--- config.mk ---
export PLATFORM = sky130hd
export DESIGN_NAME = div_iter_flat
export DESIGN_NICKNAME = d
export VERILOG_FILES = /design/src/rtl/div_iter_pkg.sv /design/src/rtl/div_iter_if.sv /design/src/rtl/cla_adder.sv /design/src/rtl/div_iter.sv /design/src/flat_wrapper.sv
export SDC_FILE = /design/constraint.sdc
export NUM_CORES = 1
export LEC_CHECK = 0
export CAP_MARGIN = 20
export CORE_MARGIN = 10
export CORE_UTILIZATION = 43
export CTS_CLUSTER_SIZE = 30
export DETAILED_ROUTE_END_ITERATION = 7
export GPL_TIMING_DRIVEN = 0
export PLACE_DENSITY = 0.67
export RECOVER_POWER = 25
export SETUP_SLACK_MARGIN = 0.15
export SLEW_MARGIN = 15
export SYNTH_ARGS = -nofsm -noshare
export SYNTH_HDL_FRONTEND = slang
export SYNTH_SLANG_ARGS = --single-unit
--- constraint.sdc ---
create_clock -name clk -period 5.1 [get_ports clk]
set_input_delay 0.51 -clock clk [delete_from_list [all_inputs] [get_ports clk]]
set_output_delay 0.51 -clock clk [all_outputs]
set_load 0.01 [all_outputs]
--- src/rtl/div_iter_pkg.sv ---
`default_nettype none
// +----------------------------------------------------------------------------+
// | Module      : div_iter_pkg                                                 |
// | Description : Shared op/state encodings and default width for div_iter.    |
// | Revision    : 1.0                                                          |
// +----------------------------------------------------------------------------+
package div_iter_pkg;

    localparam int c_NUM_DEFAULT = 32;

    typedef logic [1:0] op_t;
    localparam op_t c_OP_DIV  = 2'b00;
    localparam op_t c_OP_DIVU = 2'b01;
    localparam op_t c_OP_REM  = 2'b10;
    localparam op_t c_OP_REMU = 2'b11;

    typedef logic [1:0] state_t;
    localparam state_t c_ST_IDLE = 2'd0;
    localparam state_t c_ST_CALC = 2'd1;
    localparam state_t c_ST_FIX  = 2'd2;
    localparam state_t c_ST_DONE = 2'd3;

endpackage : div_iter_pkg
`default_nettype wire

--- src/rtl/div_iter_if.sv ---
`default_nettype none
// +----------------------------------------------------------------------------+
// | Module      : div_iter_if                                                  |
// | Description : Request/response handshake bundle for the iterative divider. |
// | Revision    : 1.0                                                          |
// +----------------------------------------------------------------------------+
interface div_iter_if
    import div_iter_pkg::*;
#(
    parameter int NUM = c_NUM_DEFAULT
) ();

    logic           in_valid;
    logic           in_ready;
    op_t            op;
    logic [NUM-1:0] dividend;
    logic [NUM-1:0] divisor;
    logic           flush;
    logic           out_valid;
    logic           out_ready;
    logic [NUM-1:0] result;

    modport master (
        output in_valid, op, dividend, divisor, flush, out_ready,
        input  in_ready, out_valid, result
    );

    modport slave (
        input  in_valid, op, dividend, divisor, flush, out_ready,
        output in_ready, out_valid, result
    );

endinterface : div_iter_if
`default_nettype wire

--- src/rtl/cla_adder.sv ---
`default_nettype none
// +----------------------------------------------------------------------------+
// | Module      : cla_adder                                                    |
// | Description : Parallel-prefix adder; "hybird" = Sklansky, else Brent-Kung. |
// | Revision    : 1.0                                                          |
// +----------------------------------------------------------------------------+
module cla_adder #(
    parameter int WIDTH = 33,
    parameter     ST    = "hybird"
) (
    input  logic [WIDTH-1:0] i_a,
    input  logic [WIDTH-1:0] i_b,
    input  logic             i_cin,
    output logic [WIDTH-1:0] o_sum,
    output logic             o_cout
);

    localparam int c_TOP = 1 << ($clog2(WIDTH) - 1);

    logic [WIDTH-1:0] w_g;
    logic [WIDTH-1:0] w_p;
    logic [WIDTH-1:0] w_gin;
    logic [WIDTH-1:0] w_pref;
    logic [WIDTH-1:0] w_c;

    function automatic logic [WIDTH-1:0] prefix_sklansky(
        input logic [WIDTH-1:0] g_in,
        input logic [WIDTH-1:0] p_in
    );
        logic [WIDTH-1:0] g;
        logic [WIDTH-1:0] p;
        int               j;
        g = g_in;
        p = p_in;
        for (int lvl = 0; (1 << lvl) < WIDTH; lvl++) begin
            for (int i = 0; i < WIDTH; i++) begin
                if (((i >> lvl) & 1) == 1) begin
                    j    = ((i >> lvl) << lvl) - 1;
                    g[i] = g[i] | (p[i] & g[j]);
                    p[i] = p[i] & p[j];
                end
            end
        end
        return g;
    endfunction

    function automatic logic [WIDTH-1:0] prefix_brent_kung(
        input logic [WIDTH-1:0] g_in,
        input logic [WIDTH-1:0] p_in
    );
        logic [WIDTH-1:0] g;
        logic [WIDTH-1:0] p;
        g = g_in;
        p = p_in;
        for (int d = 1; d < WIDTH; d = d * 2) begin
            for (int i = 2 * d - 1; i < WIDTH; i = i + 2 * d) begin
                g[i] = g[i] | (p[i] & g[i-d]);
                p[i] = p[i] & p[i-d];
            end
        end
        // Down-sweep fills the gaps left between the power-of-two spans.
        for (int d = c_TOP; d >= 1; d = d / 2) begin
            for (int i = 3 * d - 1; i < WIDTH; i = i + 2 * d) begin
                g[i] = g[i] | (p[i] & g[i-d]);
                p[i] = p[i] & p[i-d];
            end
        end
        return g;
    endfunction

    assign w_g   = i_a & i_b;
    assign w_p   = i_a ^ i_b;
    assign w_gin = {w_g[WIDTH-1:1], w_g[0] | (w_p[0] & i_cin)};

    generate
        if (ST == "hybird") begin : g_sklansky
            assign w_pref = prefix_sklansky(w_gin, w_p);
        end else begin : g_brent_kung
            assign w_pref = prefix_brent_kung(w_gin, w_p);
        end
    endgenerate

    assign w_c    = {w_pref[WIDTH-2:0], i_cin};
    assign o_sum  = w_p ^ w_c;
    assign o_cout = w_pref[WIDTH-1];

endmodule : cla_adder
`default_nettype wire

--- src/rtl/div_iter.sv ---
`default_nettype none
// +----------------------------------------------------------------------------+
// | Module      : div_iter                                                     |
// | Description : Radix-2 restoring divider for DIV/DIVU/REM/REMU, NUM+2 lat.  |
// | Revision    : 1.0                                                          |
// +----------------------------------------------------------------------------+
module div_iter
    import div_iter_pkg::*;
#(
    parameter int NUM = c_NUM_DEFAULT,
    parameter     ST  = "hybird"
) (
    input  logic       clk,
    input  logic       rst,
    div_iter_if.slave  bus
);

    localparam int             c_CW   = $clog2(NUM) + 1;
    localparam logic [c_CW-1:0] c_LAST = c_CW'(NUM - 1);
    localparam logic [NUM-1:0] c_MIN  = {1'b1, {(NUM-1){1'b0}}};

    state_t          r_state;
    op_t             r_op;
    logic [NUM-1:0]  r_quo;
    logic [NUM-1:0]  r_rem;
    logic [NUM:0]    r_neg_dvs;
    logic            r_qsign;
    logic            r_rsign;
    logic [c_CW-1:0] r_cnt;
    logic [NUM-1:0]  r_result;
    logic            r_out_valid;

    logic           w_in_ready;
    logic           w_accept;
    logic           w_signed;
    logic           w_dvd_neg;
    logic           w_dvs_neg;
    logic [NUM-1:0] w_dvd_abs;
    logic [NUM-1:0] w_dvs_abs;
    logic [NUM:0]   w_neg_dvs;
    logic           w_dvs_zero;
    logic           w_ovf;
    logic [NUM-1:0] w_special_res;
    logic [NUM:0]   w_shift;
    logic [NUM:0]   w_trial;
    logic           w_carry;
    logic [NUM:0]   w_rem_full;
    logic           w_unused_rem_msb;
    logic [NUM-1:0] w_quo_fix;
    logic [NUM-1:0] w_rem_fix;
    logic [NUM-1:0] w_fix_res;

    assign w_in_ready = (r_state == c_ST_IDLE) && !rst;
    assign w_accept   = bus.in_valid && w_in_ready && !bus.flush;

    // op[0] set means unsigned for both the divide and remainder encodings.
    assign w_signed   = ~bus.op[0];
    assign w_dvd_neg  = w_signed & bus.dividend[NUM-1];
    assign w_dvs_neg  = w_signed & bus.divisor[NUM-1];
    assign w_dvd_abs  = w_dvd_neg ? (~bus.dividend + NUM'(1)) : bus.dividend;
    assign w_dvs_abs  = w_dvs_neg ? (~bus.divisor + NUM'(1)) : bus.divisor;
    assign w_neg_dvs  = ~{1'b0, w_dvs_abs} + (NUM+1)'(1);

    assign w_dvs_zero = (bus.divisor == '0);
    assign w_ovf      = w_signed && (bus.dividend == c_MIN) && (bus.divisor == '1);

    always_comb begin
        w_special_res = '0;
        if (w_dvs_zero) begin
            w_special_res = bus.op[1] ? bus.dividend : '1;
        end else begin
            w_special_res = bus.op[1] ? '0 : bus.dividend;
        end
    end

    assign w_shift = {r_rem, r_quo[NUM-1]};

    cla_adder #(
        .WIDTH (NUM + 1),
        .ST    (ST)
    ) u_cla (
        .i_a    (w_shift),
        .i_b    (r_neg_dvs),
        .i_cin  (1'b0),
        .o_sum  (w_trial),
        .o_cout (w_carry)
    );

    // No carry out means the shifted remainder is below the divisor: restore.
    assign w_rem_full       = w_carry ? w_trial : w_shift;
    assign w_unused_rem_msb = w_rem_full[NUM];

    assign w_quo_fix = (r_qsign & ~r_op[0]) ? (~r_quo + NUM'(1)) : r_quo;
    assign w_rem_fix = (r_rsign & ~r_op[0]) ? (~r_rem + NUM'(1)) : r_rem;
    assign w_fix_res = r_op[1] ? w_rem_fix : w_quo_fix;

    always_ff @(posedge clk) begin
        if (rst) begin
            r_state     <= c_ST_IDLE;
            r_op        <= '0;
            r_quo       <= '0;
            r_rem       <= '0;
            r_neg_dvs   <= '0;
            r_qsign     <= 1'b0;
            r_rsign     <= 1'b0;
            r_cnt       <= '0;
            r_result    <= '0;
            r_out_valid <= 1'b0;
        end else if (bus.flush) begin
            r_state     <= c_ST_IDLE;
            r_cnt       <= '0;
            r_result    <= '0;
            r_out_valid <= 1'b0;
        end else begin
            case (r_state)
                c_ST_IDLE: begin
                    if (w_accept) begin
                        r_op      <= bus.op;
                        r_quo     <= w_dvd_abs;
                        r_rem     <= '0;
                        r_neg_dvs <= w_neg_dvs;
                        r_qsign   <= w_dvd_neg ^ w_dvs_neg;
                        r_rsign   <= w_dvd_neg;
                        r_cnt     <= '0;
                        if (w_dvs_zero || w_ovf) begin
                            r_result    <= w_special_res;
                            r_out_valid <= 1'b1;
                            r_state     <= c_ST_DONE;
                        end else begin
                            r_state <= c_ST_CALC;
                        end
                    end
                end
                c_ST_CALC: begin
                    r_quo <= {r_quo[NUM-2:0], w_carry};
                    r_rem <= w_rem_full[NUM-1:0];
                    r_cnt <= r_cnt + c_CW'(1);
                    if (r_cnt == c_LAST) begin
                        r_state <= c_ST_FIX;
                    end
                end
                c_ST_FIX: begin
                    r_result    <= w_fix_res;
                    r_out_valid <= 1'b1;
                    r_state     <= c_ST_DONE;
                end
                c_ST_DONE: begin
                    if (bus.out_ready) begin
                        r_out_valid <= 1'b0;
                        r_state     <= c_ST_IDLE;
                    end
                end
                default: begin
                    r_state <= c_ST_IDLE;
                end
            endcase
        end
    end

    assign bus.in_ready  = w_in_ready;
    assign bus.out_valid = r_out_valid;
    assign bus.result    = r_result;

endmodule : div_iter
`default_nettype wire

--- src/flat_wrapper.sv ---
// flat-port wrapper written by rule: the top's interface ports become plain ports
module div_iter_flat import div_iter_pkg::*;
#(
    parameter int NUM = c_NUM_DEFAULT,
    parameter     ST  = "      "
)
  (clk, rst, bus_in_valid, bus_op, bus_dividend, bus_divisor, bus_flush, bus_out_ready, bus_in_ready, bus_out_valid, bus_result);
  div_iter_if #(.NUM(NUM)) bus_i ();
  input  logic clk;
  input  logic rst;
  input wire logic [$bits(bus_i.in_valid)-1:0] bus_in_valid;
  input wire logic [$bits(bus_i.op)-1:0] bus_op;
  input wire logic [$bits(bus_i.dividend)-1:0] bus_dividend;
  input wire logic [$bits(bus_i.divisor)-1:0] bus_divisor;
  input wire logic [$bits(bus_i.flush)-1:0] bus_flush;
  input wire logic [$bits(bus_i.out_ready)-1:0] bus_out_ready;
  output wire logic [$bits(bus_i.in_ready)-1:0] bus_in_ready;
  output wire logic [$bits(bus_i.out_valid)-1:0] bus_out_valid;
  output wire logic [$bits(bus_i.result)-1:0] bus_result;
  assign bus_i.in_valid = bus_in_valid;
  assign bus_i.op = bus_op;
  assign bus_i.dividend = bus_dividend;
  assign bus_i.divisor = bus_divisor;
  assign bus_i.flush = bus_flush;
  assign bus_i.out_ready = bus_out_ready;
  assign bus_in_ready = bus_i.in_ready;
  assign bus_out_valid = bus_i.out_valid;
  assign bus_result = bus_i.result;
  div_iter #(.NUM(NUM), .ST(ST)) u_core (.clk(clk), .rst(rst), .bus(bus_i));
endmodule
# Word-level counts from Yosys, hierarchy flattened
# Index checks and enable logic that the tools add are counted.
[word_totals]
wordCells = 231
ram_bits = 0
latchBits = 0
memories = 0
regBits = 142
mem_bits_ro = 0
out_inout_bits = 34
[classes]
order_cmp = 0
addsub = 6
n_shift = 0
muxes = 27
n_reduce_logical = 20
n_eq_ne = 10
bitwise_logic = 158
n_mul = 0
n_div = 0
[ops]
columns = ["op", "count"]
rows = [
  ["two-way mux 32 bit", 13],
  ["case mux 32 bit (2 select lines)", 3],
  ["adder 32 x 1 -> 32 bit (second input constant)", 4],
  ["inverter 32 bit", 4],
  ["AND 1 bit", 88],
  ["equality test 32 bit (second input constant)", 2],
  ["bitwise OR 1 bit", 58],
  ["adder 33 x 1 -> 33 bit (second input constant)", 1],
  ["AND 33 bit", 1],
  ["inverter 32 -> 33 bit", 1],
  ["bitwise XOR 33 bit", 1],
  ["logical NOT 32 bit", 1],
  ["bitwise XOR 32 bit", 1],
  ["case mux 6 bit (2 select lines)", 1],
  ["AND reduction 3 bit", 4],
  ["two-way mux 2 bit", 4],
  ["case mux 2 bit (4 select lines)", 1],
  ["adder 6 x 1 -> 6 bit (second input constant)", 1],
  ["equality test 6 x 5 -> 1 bit (second input constant)", 1],
  ["two-way mux 6 bit", 1],
  ["logical AND 1 bit", 5],
  ["equality test 2 bit (second input constant)", 2],
  ["inequality test 2 x 1 -> 1 bit (second input constant)", 2],
  ["inequality test 2 bit (second input constant)", 2],
  ["other kinds (13)", 19],
]

# Longest topological paths before layout
[logic_depth]
ltp_word = 20
mapped_depth = 16
ltp_nobuf = 16

# Modules after synthesis
# Synthesis repeated with hierarchy kept, for this count alone.
[unflattened]
cells_unflattened = 1639
area_unflattened_um2 = 12000.3
[by_module_without_submodules]
columns = ["mod", "instances", "area_each_um2", "cells_each"]
rows = [
  ["div_iter", 1, 10628.9, 1480],
  ["cla_adder", 1, 1371.3, 159],
]

# Worst setup path after synthesis
# Ideal clock, no wire load.
[synth_timing]
kind = "register to register"
from = "register u_core.r_quo[31]"
to = "register u_core.r_rem[10]"
synth_period_minus_slack_ns = 3.639
required_time_ns = 5.017
slack_ns = 1.461
stages_incl_launch_ff = 14
arrival_ns = 3.556
cell_sequence = "dfxtp_1 > ha_1 > inv_1 > fa_1 > nor2b_1 > o21ai_0 > a21o_1 > a21oi_1 > o21ai_0 > a211o_1 > a2111oi_0 > nor2_1 > clkbuf_1 > o221ai_1"
[synth_via]
elab_chain_cells = 15
word_cells_on_any_way = 18
[synth_lines]
columns = ["element", "line_no", "source"]
rows = [
  ["start, declared", "div_iter.sv:24", "logic [NUM-1:0] r_quo;"],
  ["start signal, assigned", "div_iter.sv:119", "r_quo <= w_dvd_abs;"],
  ["start signal, assigned", "div_iter.sv:135", "r_quo <= {r_quo[NUM-2:0], w_carry};"],
  ["AND 33 bit (*)", "cla_adder.sv:71", "assign w_g = i_a & i_b;"],
  ["AND 1 bit (*)", "cla_adder.sv:57", "g[i] = g[i] | (p[i] & g[i-d]);"],
  ["bitwise OR 1 bit (*)", "cla_adder.sv:57", ""],
  ["AND 1 bit (*)", "cla_adder.sv:57", ""],
  ["bitwise OR 1 bit (*)", "cla_adder.sv:57", ""],
  ["AND 1 bit (*)", "cla_adder.sv:57", ""],
  ["bitwise OR 1 bit (*)", "cla_adder.sv:57", ""],
  ["AND 1 bit", "cla_adder.sv:57", ""],
  ["bitwise OR 1 bit", "cla_adder.sv:57", ""],
  ["AND 1 bit", "cla_adder.sv:57", ""],
  ["bitwise OR 1 bit", "cla_adder.sv:57", ""],
  ["AND 1 bit", "cla_adder.sv:64", "g[i] = g[i] | (p[i] & g[i-d]);"],
  ["bitwise OR 1 bit", "cla_adder.sv:64", ""],
  ["two-way mux 32 bit (*)", "div_iter.sv:90", "assign w_rem_full = w_carry ? w_trial : w_shift;"],
  ["case mux 32 bit (2 select lines) (*)", "div_iter.sv:115", "case (r_state)"],
  ["end signal, assigned", "div_iter.sv:136", "r_rem <= w_rem_full[NUM-1:0];"],
  ["end, declared", "div_iter.sv:25", "logic [NUM-1:0] r_rem;"],
]
# Every way passes the cells marked *; elsewhere a longest branch is shown, timed or not.
# A chain may end at the register's enable or synchronous reset.

# Worst setup path after layout
[layout_timing]
from = "input port bus_divisor[0]"
to = "register u_core.r_result[20] (netlist: u_core.bus.result[20])"
[layout_via]
elab_chain_cells = 5
word_cells_on_any_way = 10
[layout_lines]
columns = ["element", "line_no", "source"]
rows = [
  ["start, declared", "flat_wrapper.sv:14", "input wire logic [$bits(bus_i.divisor)-1:0] bus_divisor;"],
  ["logical NOT 32 bit or equality test 32 bit (tied branches)", "div_iter.sv:64, div_iter.sv:65", ""],
  ["two-way mux 32 bit or logical AND 1 bit (tied branches)", "div_iter.sv:69, div_iter.sv:65", ""],
  ["two-way mux 32 bit or logical OR 1 bit (tied branches)", "div_iter.sv:125", "if (w_dvs_zero || w_ovf) begin"],
  ["two-way mux 32 bit or inequality test 2 bit (tied branches)", "--", ""],
  ["case mux 32 bit (2 select lines) or AND reduction 3 bit (tied branches)", "--", ""],
  ["end signal, assigned", "div_iter.sv:126", "r_result <= w_special_res;"],
  ["end signal, assigned", "div_iter.sv:143", "r_result <= w_fix_res;"],
  ["end, declared", "div_iter.sv:30", "logic [NUM-1:0] r_result;"],
]
# Parallel ways exist; a longest one is shown, timed or not. The select of a mux whose other input is x is not followed.

==> out/results.txt <==
register area share after synthesis: 24.7%
setup ws final: 0.493 ns
Max-slew headroom: 22.1%
Layout area overhead: 17.1%
most numerous cell on the critical path: clkbuf_1
Final Slew Violations: 0
vias post-DR: 12012
Num Clock Sinks: 142
Setup crit end kind: flop
CTS clk-pin slew, worst paths: 0.06 ns
crit path kind: in2reg
Die Area: 0.0337 mm2
clk_lat worst skew: 0.43 ns
asr flop ratio synth: 0%
die width: 184 um
Die Y: 184 um
top post-synthesis cells by area: dfxtp_1 25%, nand2_1 7.8%, xnor2_1 6.8%
CTS tree: yes
mean area per synthesized cell: 7.30 um2
vias in the first global route: 11522
area of the multi-input gates: 0.00806 mm2
gpl congestion: 0.927
per-cell routed wire length: 19.9 um
Register Area: 0.00284 mm2
Final Core Density: 51.4%
CTS Buffer Depth: 2
# diodes: 0
DP Area: 0.0129 mm2
IO Count: 105
initial DRC count: 941
GRT Util Overall: 23.4%
Worst VDD drop: 0.230 mV
Setup crit start kind: input pin
DP Worst Slack: 0.000126 ns
IO Port Bufs: 91
Syn. warnings: 0
Final Net Count: 1818
clock buffer count from CTS: 17
Post-Syn Area: 0.0115 mm2
initial antenna violation count: 0
largest net degree at the start of global routing: 17
Hold Path Class: reg2reg
RSZ-0062 raised after global routing: false
first-pass GRT wire length: 63400 um
Cells after Synth: 1577
Worst Tran Pin Value: 1.16 ns
Crit Path Max Fanout: 10
CP Data Arrival Time: 4.96 ns
fmax: 0.217 GHz
HPWL Detailed: 32200 um
Synth Register Bits: 142
share of post-route cells with drive strength above 1: 3.70%
Post-route DRC: 0
Final setup violation count: 0
Primary FF master, synth: dfxtp_1
H-tree depth: 4
Synth area leader: dfxtp_1
Synth cell types: 80
Synthesized Nets: 1707
Pwr Density: 220 mW/mm2
total power: 0.00297 W
Crit path buffers/inverters: 5
endpoints failing hold: 0
number of fill cells: 2597
Lkg Pwr: 4.82 nW
crit-path cells: clkdlybuf4s50_1 -> inv_1 -> ha_1 -> nor2b_1 -> clkbuf_1 -> nand2_2 -> nor3_2 -> and3b_1 -> clkbuf_1 -> o21bai_1 -> nand2_1 -> o21ai_1 -> clkbuf_1 -> nand2_1 -> o21ai_0
# hold bufs at CTS: 0
max cap viols: 0
Core Area: 0.0262 mm2
Critical-path top delay cell: clkbuf_1
status: finished, final reports clean
largest stage delay on the critical path: 0.57 ns
CP required: 5.46 ns
CP delay by family, top: buffers and inverters
drt via density: 5.90
Initial Util: 44.0%
grt ovf: 0
final instance area: 0.0135 mm2
DRT Pass-1 Iters: 7
final WL: 40400 um
num rows: 59
CTS Root Cell: clkbuf_16
Post-synth EDFFs: 0
Post-Route Skew: 0.00813 ns
period utilization: 90.3%
min cycle time layout: 4.61 ns
area share of the leading cell type in the synthesized netlist: 24.7%
Post CTS Setup Buffer Count: 0
number of routed nets with antenna violations: 0
[what timing repair did]
| action | 4_1_cts | 5_1_grt |
|---|---|---|
| endpoints found under the hold margin | 0 | 0 |
| resized for setup | 0 | 1 |
| setup endpoints to repair | 0 | 21 |
[power breakdown]
group          internal (W)  switching [W]
combinational      0.000184       0.000296
sequential          0.00114      0.0000281
clock              0.000831       0.000496
total               0.00215       0.000820
[worst min-delay path: stages, from the launching register on]
cell and delay (ns):
dfxtp_1 0.30, nand2_1 0.05, a21oi_1 0.05
[final timing paths]
path / start / to / slack (ns) / depth (start not counted)
worst min register to register: u_core.bus.result[29]$_SDFFE_PP0P_ / u_core.bus.result[29]$_SDFFE_PP0P_ / 0.45 / 2
worst min-delay path: u_core.bus.result[29]$_SDFFE_PP0P_ / u_core.bus.result[29]$_SDFFE_PP0P_ / 0.45 / 2
worst max-delay path: bus_divisor[0] / u_core.bus.result[20]$_SDFFE_PP0P_ / 0.49 / 15
worst max register to register: u_core.r_quo[31]$_SDFFE_PP0P_ / u_core.r_rem[27]$_SDFFE_PP0P_ / 0.99 / 14
[metal layers]
layer | GRT usage (%) | wire length (um) | share of wire, % | vias up
li1 | - | - | - | 5857
met1 | 28.8 | 17300 | 43 | 5643
met2 | 40.6 | 19700 | 49 | 452
met3 | 2.94 | 2420 | 6.0 | 60
met4 | 8.79 | 996 | 2.5 | 0
met5 | 0 | 0 | 0 | -
[cells in the final DEF, fill, tap and decap left out, drive strengths merged, types with 4 or more instances in the layout]
cell,instances
buf,13
ha,43
dlygate4sd3,33
and4,6
o41ai,8
nand2b,19
a211oi,43
clkdlybuf4s50,58
nand3b,5
nand4,16
nor2b,11
nand3,44
clkinv,4
nor3,42
and3,5
dfxtp,142
or3,9
inv,50
o211ai,39
a21oi,139
a31oi,19
nor4,24
bufinv,4
nand2,240
nor2,138
xor2,68
o221ai,25
o21ai,105
maj3,9
o21a,4
o31ai,22
or4,19
and2,4
clkbuf,120
xnor2,89
fa,16
a21o,16
[logic make-up (layout without fill, tap and decap cells)]
kind of cell | count (synthesis) | in the layout | share of synthesized area [%]
simple gates | 595 | 595 | 24.2
compound gates | 452 | 452 | 25.1
buf+inv | 160 | 284 | 5.44
xor+xnor | 157 | 157 | 12.0
flops | 142 | 142 | 24.7
fa+ha+maj | 68 | 68 | 8.23
mux | 3 | 3 | 0.272
[synth_stat cells, types with 16 or more instances]
cell type / number
nor2_1: 138
xor2_1: 67
a21oi_1: 139
nand3_1: 44
nand4_1: 16
inv_1: 49
o31ai_1: 21
fa_1: 16
a211oi_1: 43
nand2_1: 239
or4_1: 18
ha_1: 43
a21o_1: 16
xnor2_1: 89
nand2b_1: 19
o221ai_1: 25
nor3_1: 39
a31oi_1: 19
o211ai_1: 39
nor4_1: 21
clkbuf_1: 98
dfxtp_1: 142
o21ai_0: 99
[cell type report]
| type | instances | share of cell area (%) |
|---|---|---|
| clock inverter | 10 | 1.21 |
| sequential | 142 | 21.1 |
| buffer | 110 | 3.26 |
| timing repair buffer | 92 | 6.79 |
| tap | 335 | 3.11 |
| inverter | 50 | 1.39 |
| clock buffer | 22 | 3.37 |
| multi-input combinational | 1275 | 59.8 |
[state kept, by name, indices dropped and copies added (netlist names)]
name and flops:
u_core.bus.out_valid 1, u_core.bus.result 32, u_core.r_cnt 6, u_core.r_neg_dvs 33
u_core.r_op 2, u_core.r_qsign 1, u_core.r_quo 32, u_core.r_rem 32
u_core.r_rsign 1, u_core.r_state 2
[metrics by stage]
stage          TNS [ns]  hold slack, ns  std cells
5_1_grt               0           0.469       2036
4_1_cts               0           0.458       2036
3_5_place_dp          0           0.450       2004
3_3_place_gp     -12.12           0.442       2003
6_report              0           0.450       2036
2_1_floorplan         0           0.434       1577
(Power assumes the default switching activity.)
